[config.mk]
export PLATFORM = sky130hd
export DESIGN_NAME = inst_fetch
export DESIGN_NICKNAME = d
export VERILOG_FILES = /design/src/rtl/inst_fetch.sv
export SDC_FILE = /design/constraint.sdc
export NUM_CORES = 1
export LEC_CHECK = 0
export CAP_MARGIN = 5
export CORE_MARGIN = 2
export CORE_UTILIZATION = 52
export DETAILED_ROUTE_END_ITERATION = 12
export PLACE_DENSITY = 0.82
export SLEW_MARGIN = 25
export SYNTH_ARGS = -nofsm -noshare
export SYNTH_HDL_FRONTEND = slang
export SYNTH_SLANG_ARGS = --single-unit
[constraint.sdc]
create_clock -name clk -period 6.4 [get_ports clk]
set_clock_uncertainty 0.1 [all_clocks]
set_input_delay 0.64 -clock clk [delete_from_list [all_inputs] [get_ports clk]]
set_output_delay 0.64 -clock clk [all_outputs]
set_load 0.01 [all_outputs]
[src/rtl/inst_fetch.sv]
// Instruction fetch stage: sequential word fetch with a one-entry skid buffer
// and a branch redirect that drops any response still in flight.
module inst_fetch #(
    parameter logic [31:0] RESET_PC = 32'h0000_0000
) (
    input  logic        clk,
    input  logic        rst,
    input  logic        stall,
    input  logic        branch_flag,
    input  logic [31:0] branch_target,
    output logic        imem_req,
    output logic [31:0] imem_addr,
    input  logic        imem_ack,
    input  logic [31:0] imem_rdata,
    output logic [31:0] if_pc,
    output logic [31:0] if_inst,
    output logic        if_valid
);

    typedef enum logic [1:0] {
        IDLE,
        FETCH,
        WAIT_OUT,
        DISCARD
    } state_t;

    state_t      state_q, state_d;
    logic [31:0] pc_q, pc_d;
    logic [31:0] hold_q, hold_d;
    logic [31:0] if_pc_q, if_pc_d;
    logic [31:0] if_inst_q, if_inst_d;
    logic        if_valid_q, if_valid_d;
    logic [31:0] skid_pc_q, skid_pc_d;
    logic [31:0] skid_inst_q, skid_inst_d;
    logic        slot_free;
    logic [31:0] pc_inc;

    assign pc_inc    = pc_q + 32'd4;
    assign slot_free = !if_valid_q || !stall;

    always_comb begin
        state_d     = state_q;
        pc_d        = pc_q;
        hold_d      = hold_q;
        if_pc_d     = if_pc_q;
        if_inst_d   = if_inst_q;
        if_valid_d  = if_valid_q;
        skid_pc_d   = skid_pc_q;
        skid_inst_d = skid_inst_q;
        if (branch_flag) begin
            if_valid_d = 1'b0;
            pc_d       = {branch_target[31:2], 2'b00};
            unique case (state_q)
                FETCH: begin
                    // Outstanding request keeps its address until acked.
                    if (!imem_ack) begin
                        state_d = DISCARD;
                        hold_d  = pc_q;
                    end
                end
                DISCARD: begin
                    if (imem_ack) begin
                        state_d = FETCH;
                    end
                end
                default: state_d = FETCH;
            endcase
        end else begin
            unique case (state_q)
                IDLE: state_d = FETCH;
                FETCH: begin
                    if (imem_ack) begin
                        pc_d = pc_inc;
                        if (slot_free) begin
                            if_pc_d    = pc_q;
                            if_inst_d  = imem_rdata;
                            if_valid_d = 1'b1;
                        end else begin
                            skid_pc_d   = pc_q;
                            skid_inst_d = imem_rdata;
                            state_d     = WAIT_OUT;
                        end
                    end else if (slot_free) begin
                        if_valid_d = 1'b0;
                    end
                end
                WAIT_OUT: begin
                    if (!stall) begin
                        if_pc_d    = skid_pc_q;
                        if_inst_d  = skid_inst_q;
                        if_valid_d = 1'b1;
                        state_d    = FETCH;
                    end
                end
                DISCARD: begin
                    if (imem_ack) begin
                        state_d = FETCH;
                    end
                end
                default: state_d = IDLE;
            endcase
        end
    end

    always_ff @(posedge clk or posedge rst) begin
        if (rst) begin
            state_q     <= IDLE;
            pc_q        <= RESET_PC;
            hold_q      <= 32'd0;
            if_pc_q     <= 32'd0;
            if_inst_q   <= 32'd0;
            if_valid_q  <= 1'b0;
            skid_pc_q   <= 32'd0;
            skid_inst_q <= 32'd0;
        end else begin
            state_q     <= state_d;
            pc_q        <= pc_d;
            hold_q      <= hold_d;
            if_pc_q     <= if_pc_d;
            if_inst_q   <= if_inst_d;
            if_valid_q  <= if_valid_d;
            skid_pc_q   <= skid_pc_d;
            skid_inst_q <= skid_inst_d;
        end
    end

    assign imem_req  = (state_q == FETCH) || (state_q == DISCARD);
    assign imem_addr = (state_q == DISCARD) ? hold_q : pc_q;
    assign if_pc     = if_pc_q;
    assign if_inst   = if_inst_q;
    assign if_valid  = if_valid_q;

endmodule

==> results of run 1 <==
[sequential cells by signal, indices dropped and copies added (netlist names)]
signal and cells:
pc_q 30, if_valid 1, if_inst 32, skid_pc_q 30, skid_inst_q 32, hold_q 30, if_pc 30, state_q 2
[critical path, cell delays in order]
cell and delay, ns:
sky130_fd_sc_hd__clkdlybuf4s50_1 0.72, sky130_fd_sc_hd__inv_1 0.81, sky130_fd_sc_hd__or3_1 0.72, sky130_fd_sc_hd__buf_4 0.39, sky130_fd_sc_hd__mux2_2 0.37
[metrics by stage]
stage	total power (uW)	worst slack [ns]
3_3_place_gp	3640	2.49
5_1_grt	5030	2.75
6_report	4740	2.94
4_1_cts	4780	2.92
3_5_place_dp	3710	2.46
2_1_floorplan	2890	0.575
[power by group through the flow]
stage | sequential, uW | combinational (uW) | clock [uW]
6_report | 1940 | 1740 | 1060
2_1_floorplan | 1970 | 915 | 0
3_3_place_gp | 1930 | 1710 | 0
4_1_cts | 1940 | 1760 | 1070
5_1_grt | 2010 | 1900 | 1120
3_5_place_dp | 1960 | 1750 | 0
[final cells by class]
cell class / instances / area [um2] / area share (%)
clock buffer: 22 / 474 / 4.33
clock inverter: 9 / 114 / 1.04
inverter: 7 / 33.8 / 0.309
multi-input combinational: 494 / 3690 / 33.7
sequential: 187 / 4680 / 42.8
tap: 220 / 275 / 2.52
timing repair buffer: 167 / 1670 / 15.3
[metal layers]
metal / vias up / track usage, %
li1: 2895 / -
met1: 3009 / 30.5
met2: 155 / 36.8
met3: 26 / 4.56
met4: 0 / 7.59
met5: - / 0
[how the worst max path moves through the flow]
stage | startpoint | to | depth (start not counted)
6_report | branch_flag | hold_q[22]$_DFFE_PP0P_ | 5
5_1_grt | branch_flag | hold_q[22]$_DFFE_PP0P_ | 5
4_1_cts | branch_flag | hold_q[12]$_DFFE_PP0P_ | 5
3_5_place_dp | branch_flag | hold_q[12]$_DFFE_PP0P_ | 5
3_3_place_gp | branch_flag | hold_q[10]$_DFFE_PP0P_ | 5
2_1_floorplan | rst | hold_q[10]$_DFFE_PP0P_ | 1
[placed cells by master (no fill, tap or decap), types with 3 or more instances in the layout]
master                            Yosys  layout
sky130_fd_sc_hd__a21oi_1              3       3
sky130_fd_sc_hd__a31oi_1             10      10
sky130_fd_sc_hd__and4_1               4       4
sky130_fd_sc_hd__buf_4                5       6
sky130_fd_sc_hd__clkbuf_16            0      17
sky130_fd_sc_hd__clkbuf_8             0       3
sky130_fd_sc_hd__clkdlybuf4s50_1      0     160
sky130_fd_sc_hd__clkinvlp_4           0       3
sky130_fd_sc_hd__conb_1               1       4
sky130_fd_sc_hd__dfrtp_1            187     187
sky130_fd_sc_hd__ha_1                 5       3
sky130_fd_sc_hd__inv_1                7       6
sky130_fd_sc_hd__mux2_2             121     121
sky130_fd_sc_hd__mux2i_1             63      63
sky130_fd_sc_hd__nand2_1             93      93
sky130_fd_sc_hd__nand3_1             10      10
sky130_fd_sc_hd__nand4_1              9       9
sky130_fd_sc_hd__nor2_1              19      18
sky130_fd_sc_hd__nor3_1               4       4
sky130_fd_sc_hd__nor4_1               3       3
sky130_fd_sc_hd__o211ai_1             3       3
sky130_fd_sc_hd__o21ai_0             86      86
sky130_fd_sc_hd__o31ai_1              5       5
sky130_fd_sc_hd__or3_1                7       7
sky130_fd_sc_hd__or4_1                8       8
sky130_fd_sc_hd__xnor2_1              7       7
sky130_fd_sc_hd__xor2_1               6       6
[logic make-up after synthesis]
| kind of cell | Yosys count |
|---|---|
| other cells | 1 |
| compound gates | 119 |
| flops | 187 |
| fa+ha+maj | 5 |
| simple gates | 169 |
| mux | 184 |
| buf+inv | 69 |
| xor+xnor | 13 |
==> impl_summary.txt, run 1 <==
----------------------------------------------------
[Outcome]
  Run status ... finished, final reports clean

[Clock tree]
  Clock sinks ... 187
  Number of buffers created by CTS ... 17
  Post-CTS clock slew at the launch and capture registers of the worst setup and hold paths ... 0.07 ns
  Latest clock arrival within the worst-skew pair ... around 0.43 ns
  Cts repair resizes ... 0
  CTS tree ... yes
  Number of buffers inserted by hold repair at cts ... 0
  Clock H-tree levels ... 4
  Root Buffer Master ... sky130_fd_sc_hd__clkbuf_16
  Setup repair bufs after CTS ... 0
  Clock tree buffer depth ... 2

[Power and ir drop]
  Power per standard cell area ... 433 mW/mm2
  Cell internal pwr ... 3240 uW
  Static Leak ... 0.00451 uW
  Part of the power in combinational logic ... between 30% and 40%
  Clock power share ... 22.3%
  Share of total power in sequential cells ... 41.0%
  Largest voltage drop on the vdd net ... just over 0.0002 V
  Net switching share of the total power ... around a third
  Net switching power ... 1500 uW

[Critical path]
  Kind of start point of the critical path ... primary input
  R2r worst-path depth ... 6
  Nature of the critical path endpoint ... register
  Register-to-register path setup slack ... 3.31 ns
  Data required time at the worst endpoint ... 6.61 ns
  CP Max Fanout ... 29
  Startpoint of the worst-slack reg-to-reg timing path ... state_q[1]$_DFFE_PP0P_
  Capturing point of the worst reg2reg path ... if_pc[28]$_DFFE_PP0P_
  Signal arrival time at the worst endpoint ... 3.67 ns
  Critical path start-end classification ... in2reg

[Floorplan]
  Core region area ... 0.0164 mm2
  Width of the chip ... 133 um
  Area of the die ... 0.0176 mm2
  I/O pin count ... 167
  Number of rows in the core area ... 47
  Die boundary height ... 133 um
  Initial Utilization ... a little over half

[Synthesis]
  Adder-cell share of the synthesized area ... 0.726%
  Share of the synthesized area in compound gates (AO/OA/AOI/OAI) ... under 10%
  Cell type with the largest total area after synthesis ... sky130_fd_sc_hd__dfrtp_1
  Gate count after technology mapping ... between 700 and 800
  Top cell type's share of synthesized area ... 54.3%
  Cell types with the largest area share after synthesis ... sky130_fd_sc_hd__dfrtp_1 (54%), sky130_fd_sc_hd__mux2_2 (16%), sky130_fd_sc_hd__mux2i_1 (7.3%), sky130_fd_sc_hd__o21ai_0 (5.0%), sky130_fd_sc_hd__nand2_1 (4.1%)
  Dominant combinational cell family by area after synthesis ... multiplexers
  Unique cell type count in the Yosys netlist ... 42
  Synth Cell Area ... 0.00862 mm2
  Sequential element share of the synthesized area ... 54.3%
  Average cell area after synthesis ... 11.5 um2
  Seq cells post-synth ... 187
  Cell with the most instances after synthesis ... sky130_fd_sc_hd__dfrtp_1
  Total number of yosys warnings ... 0
  Post-synthesis share of cell area spent on xor and xnor gates ... 1.32%
  Multiplexer area fraction after synthesis ... roughly 23%
  Simple logic cell fraction of the synthesized area ... 9.34%
  Proportion of register bits with asynchronous set or reset after synthesis ... 100%
  Leading post-synthesis cells by instance count ... sky130_fd_sc_hd__dfrtp_1 (187), sky130_fd_sc_hd__mux2_2 (121), sky130_fd_sc_hd__nand2_1 (93)
  Synth Flop Type ... sky130_fd_sc_hd__dfrtp_1
  Number of flops mapped to enable cells by yosys ... 0

[STA]
  Total of endpoints with negative setup slack in the final report ... 0
  Minimum period implied by the final worst setup slack ... around 3.5 ns
  Min Hold Slack ... 0.377 ns
  Final count of pins violating max slew ... 0
  Unrepaired setup endpoints after global routing ... false
  Peak clock frequency supported by timing ... 289 MHz
  Share of the cycle needed by the critical path after routing ... 54.1%
  Endpoints failing hold ... 0
  Max transition margin ... 37.0%
  Worst slew pin tran ... 0.944 ns
  Sum of negative setup slack ... 0 ns

[Global routing]
  Total overflow reported by the global router ... 0
  Pin count of the biggest net entering global routing ... 128
  First-pass GRT wire length ... 31800 um
  Initial antenna violation count ... 0
  Overall global routing resource usage ... 22.6%
  Vias in the first global route ... 6233

[Route]
  Amount of wire on met2 after detailed routing ... 9010 um
  Drc violations ... 0
  Routed met1 length ... roughly 9000 um
  Met3 Routed Length ... 863 um
  TritonRoute pass-1 iters ... 4
  Total routed wirelength ... 19000 um
  Highest metal layer used by the detailed router ... met4
  Antenna-violating nets left ... 0
  Count of vias placed by the detailed router ... about 6100
  Drt via density ... 5.50
  1st-iter DRT viols ... 341
  Per-cell routed wire length ... 17.2 um

[Placed design]
  Post-place instance area ... slightly above 0.01 mm2
  DP Cell Count ... 1075
  Count of buffers inserted at the top-level ports ... between 150 and 200
  Last weighted congestion value of the routability-driven placer ... 0.749
  Half-perimeter wire length after placement ... between 10000 and 15000 um

[Flow run]
  # Max-Cap Violations ... 0

[Min path]
  Cell depth of the worst min-delay path ... 2
  Worst hold path type ... reg2reg
  Hold EP ... if_inst[12]$_DFFE_PP0P_
  Launch point of the worst hold path ... if_inst[12]$_DFFE_PP0P_

[Cells and area]
  Fraction of layout cells with a size suffix above 1 ... 18.8%
  Layout filler cell count ... about 1200
  Area overhead of the layout relative to synthesis ... 27.0%
  Antenna cells ... 0
  Layout Cells excl Fill ... 1106
  Final cell utilization of the core ... 66.7%
  NumNets Final ... 948
  Finished Cell Area ... 0.0109 mm2

----------------------------------------------------
Power figures use the tool's default switching activity.
==> run 2: changes to the inputs <==
==> constraint.sdc (replaced) <==
create_clock -name clk -period 3.6 [get_ports clk]
set_clock_uncertainty 0.1 [all_clocks]
set_input_delay 0.36 -clock clk [delete_from_list [all_inputs] [get_ports clk]]
set_output_delay 0.36 -clock clk [all_outputs]
set_load 0.01 [all_outputs]
==> run 2 against run 1 <==
  * Core utilization up 0.64 points
  * Sequential cell count unchanged
  * Sequential power increased by 78%
  * Final cell count up 0.63%
  * First-iteration DRC count increased by 35%
  * Clock power increased by 81%
  * Worst hold slack got worse by 0.12 ns
  * Power grew 79%
  * Register-to-register slack lost 2.2 ns
  * Largest power group unchanged
  * Highest routed layer unchanged
==> impl_summary.txt, run 2 (synthesized netlist as in run 1, its figures left out) <==
----------------------------------------------------
[Outcome]
  Run status ... finished, final reports clean

[STA]
  Final count of pins violating max slew ... 0 (unchanged)
  Worst slew pin tran ... 0.857 ns (-0.0869 ns)
  Peak clock frequency supported by timing ... 345 MHz
  Max transition margin ... 42.8% (+5.8 points)
  Fin worst setup slack ... 0.697 ns (-2.24 ns)
  Minimum period implied by the final worst setup slack ... roughly 2.9 ns
  Min Hold Slack ... 0.262 ns (-0.115 ns)
  Endpoints failing hold ... 0 (unchanged)
  Unrepaired setup endpoints after global routing ... false
  Sum of negative setup slack ... 0 ns (unchanged)
  Share of the cycle needed by the critical path after routing ... 80.6%
  Total of endpoints with negative setup slack in the final report ... 0 (unchanged)

[Global routing]
  Total overflow reported by the global router ... 0 (unchanged)
  Pin count of the biggest net entering global routing ... 188 (+47%)
  Vias in the first global route ... 6114 (-1.9%)
  First-pass GRT wire length ... 31200 um (-1.8%)
  Overall global routing resource usage ... 22.1% (-0.50 points)
  Initial antenna violation count ... 0 (unchanged)

[Floorplan]
  Core region area ... 0.0164 mm2 (unchanged)
  Die boundary height ... 133 um (unchanged)
  Number of rows in the core area ... 47 (unchanged)
  Width of the chip ... 133 um (unchanged)
  Initial Utilization ... 52.5% (unchanged)
  Area of the die ... 0.0176 mm2 (unchanged)
  I/O pin count ... 167 (unchanged)

[Critical path]
  Data required time at the worst endpoint ... 3.14 ns (-3.47 ns)
  Critical path start-end classification ... reg2out
  Cell family with the largest share of critical-path delay ... buffers and inverters
  Nature of the critical path endpoint ... primary output
  Register-to-register path setup slack ... 1.10 ns (-2.21 ns)
  Signal arrival time at the worst endpoint ... 2.44 ns (-1.23 ns)
  Critical path buffer and inverter count ... 2 (-1)
  Slowest stage cell, crit path ... sky130_fd_sc_hd__clkdlybuf4s50_1
  CP Max Fanout ... 33 (+14%)
  CP Cell Sequence ... ha_2, buf_4, mux2_2, clkdlybuf4s50_1
  Crit-path max cell delay ... 0.52 ns (-0.29 ns)
  Kind of start point of the critical path ... register

[Cells and area]
  Highest-count cells in the layout ignoring fill and taps ... sky130_fd_sc_hd__dfrtp_1 (187), sky130_fd_sc_hd__clkdlybuf4s50_1 (160), sky130_fd_sc_hd__mux2_2 (121)
  Layout filler cell count ... 1201 (-1.9%)
  Layout Cells excl Fill ... 1113 (+0.63%)
  Antenna cells ... 0 (unchanged)
  Commonest non-fill, non-tap cell in the layout ... sky130_fd_sc_hd__dfrtp_1
  Final cell utilization of the core ... 67.3% (+0.64 points)
  Area overhead of the layout relative to synthesis ... 28.2%
  Fraction of layout cells with a size suffix above 1 ... 19.7% (+0.86 points)
  NumNets Final ... 954 (+0.63%)

[Clock tree]
  Setup repair bufs after CTS ... 0 (unchanged)
  Root Buffer Master ... sky130_fd_sc_hd__clkbuf_16
  Clock tree buffer depth ... 2 (unchanged)
  CTS tree ... yes
  Cts repair resizes ... 0 (unchanged)
  Post-CTS clock slew at the launch and capture registers of the worst setup and hold paths ... 0.07 ns (about the same)
  Clock H-tree levels ... 4 (unchanged)
  Clock sinks ... 187 (unchanged)
  Number of buffers created by CTS ... 17 (unchanged)
  Latest clock arrival within the worst-skew pair ... 0.43 ns (about the same)
  Number of buffers inserted by hold repair at cts ... 0 (unchanged)

[Route]
  TritonRoute pass-1 iters ... 6 (+2)
  Drt via density ... 5.46 (-0.71%)
  Antenna-violating nets left ... 0 (unchanged)
  Total routed wirelength ... 18900 um (-0.53%)
  Per-cell routed wire length ... 17.0 um (-1.2%)
  Count of vias placed by the detailed router ... 6080 (-0.082%)
  1st-iter DRT viols ... 459 (+35%)
  Drc violations ... 0 (unchanged)

[Placed design]
  Last weighted congestion value of the routability-driven placer ... 0.807 (+7.6%)
  Half-perimeter wire length after placement ... 12300 um (-0.39%)
  DP Cell Count ... 1080 (+0.47%)
  Count of buffers inserted at the top-level ports ... 160 (unchanged)
  Pre-CTS WS ... 0.855 ns (-1.61 ns)

[Power and ir drop]
  Power per standard cell area ... 769 mW/mm2 (+77%)
  Cell internal pwr ... 5760 uW (+78%)
  Static Leak ... 0.00456 uW (+1.1%)
  Part of the power in combinational logic ... 36.7% (about the same)
  Net switching share of the total power ... 32.2% (+0.57 points)
  Share of total power in sequential cells ... 40.7% (-0.3 points)
  Net switching power ... 2740 uW (+82%)
  Largest voltage drop on the vdd net ... 0.000424 V (+110%)
  Clock power share ... 22.6% (+0.3 points)

[Min path]
  Worst hold path type ... in2async

[Flow run]
  # Max-Cap Violations ... 0 (unchanged)

----------------------------------------------------
[run 2: layer usage]
layer | global-route usage, % | vias to the layer above | wire length, um
met5 | 0 | - | 0
li1 | - | 2902 | -
met4 | 7.23 | 0 | 369
met1 | 30.1 | 2974 | 8670
met2 | 35.5 | 176 | 8920
met3 | 4.87 | 28 | 967
[run 2: worst reg2reg max path: cells and delay by family, from the launching register on]
kind	cells	cell delay, ns
AOI/OAI and AO/OA	1	0.19
buffers and inverters	1	0.11
DFF	1	0.46
and+or+nand+nor	3	1.24
adders and majority gates	1	0.33
[run 2: power by group through the flow]
stage | combinational (uW) | sequential [uW] | clock (uW)
finish | 3120 | 3460 | 1920
global route | 3380 | 3570 | 2050
CTS | 3150 | 3450 | 1950
detailed placement | 3130 | 3480 | 0
global placement | 3060 | 3430 | 0
floorplan | 1630 | 3500 | 0
[run 2: worst paths after layout]
kind                                     endpoint              startpoint  depth (start not counted)
setup / recovery                    imem_addr[31]  state_q[1]$_DFFE_PP0P_                          4
setup reg to reg             pc_q[30]$_DFFE_PP0P_  state_q[1]$_DFFE_PP0P_                          6
hold reg to reg            if_inst[1]$_DFFE_PP0P_  if_inst[1]$_DFFE_PP0P_                          2
hold / removal              if_pc[24]$_DFFE_PP0P_                     rst                          3
max in group asynchronous  state_q[1]$_DFFE_PP0P_                     rst                          4
min in group clk           if_inst[1]$_DFFE_PP0P_  if_inst[1]$_DFFE_PP0P_                          2
[run 2: final cells by class]
cell class                 instances  area, um2  area share, %
clock inverter                    15        176           1.60
tap                              220        275           2.49
multi-input combinational        494       3690           33.4
sequential                       187       4680           42.4
inverter                           7       30.0          0.272
timing repair buffer             173       1770           16.0
clock buffer                      17        425           3.85
[run 2: through the flow]
stage / instance area, um2 / power (uW)
after CTS: 11000 / 8560
after detailed placement: 10400 / 6620
after global routing: 11000 / 9010
after global placement: 10400 / 6490
final: 11000 / 8500
after floorplan: 8630 / 5130
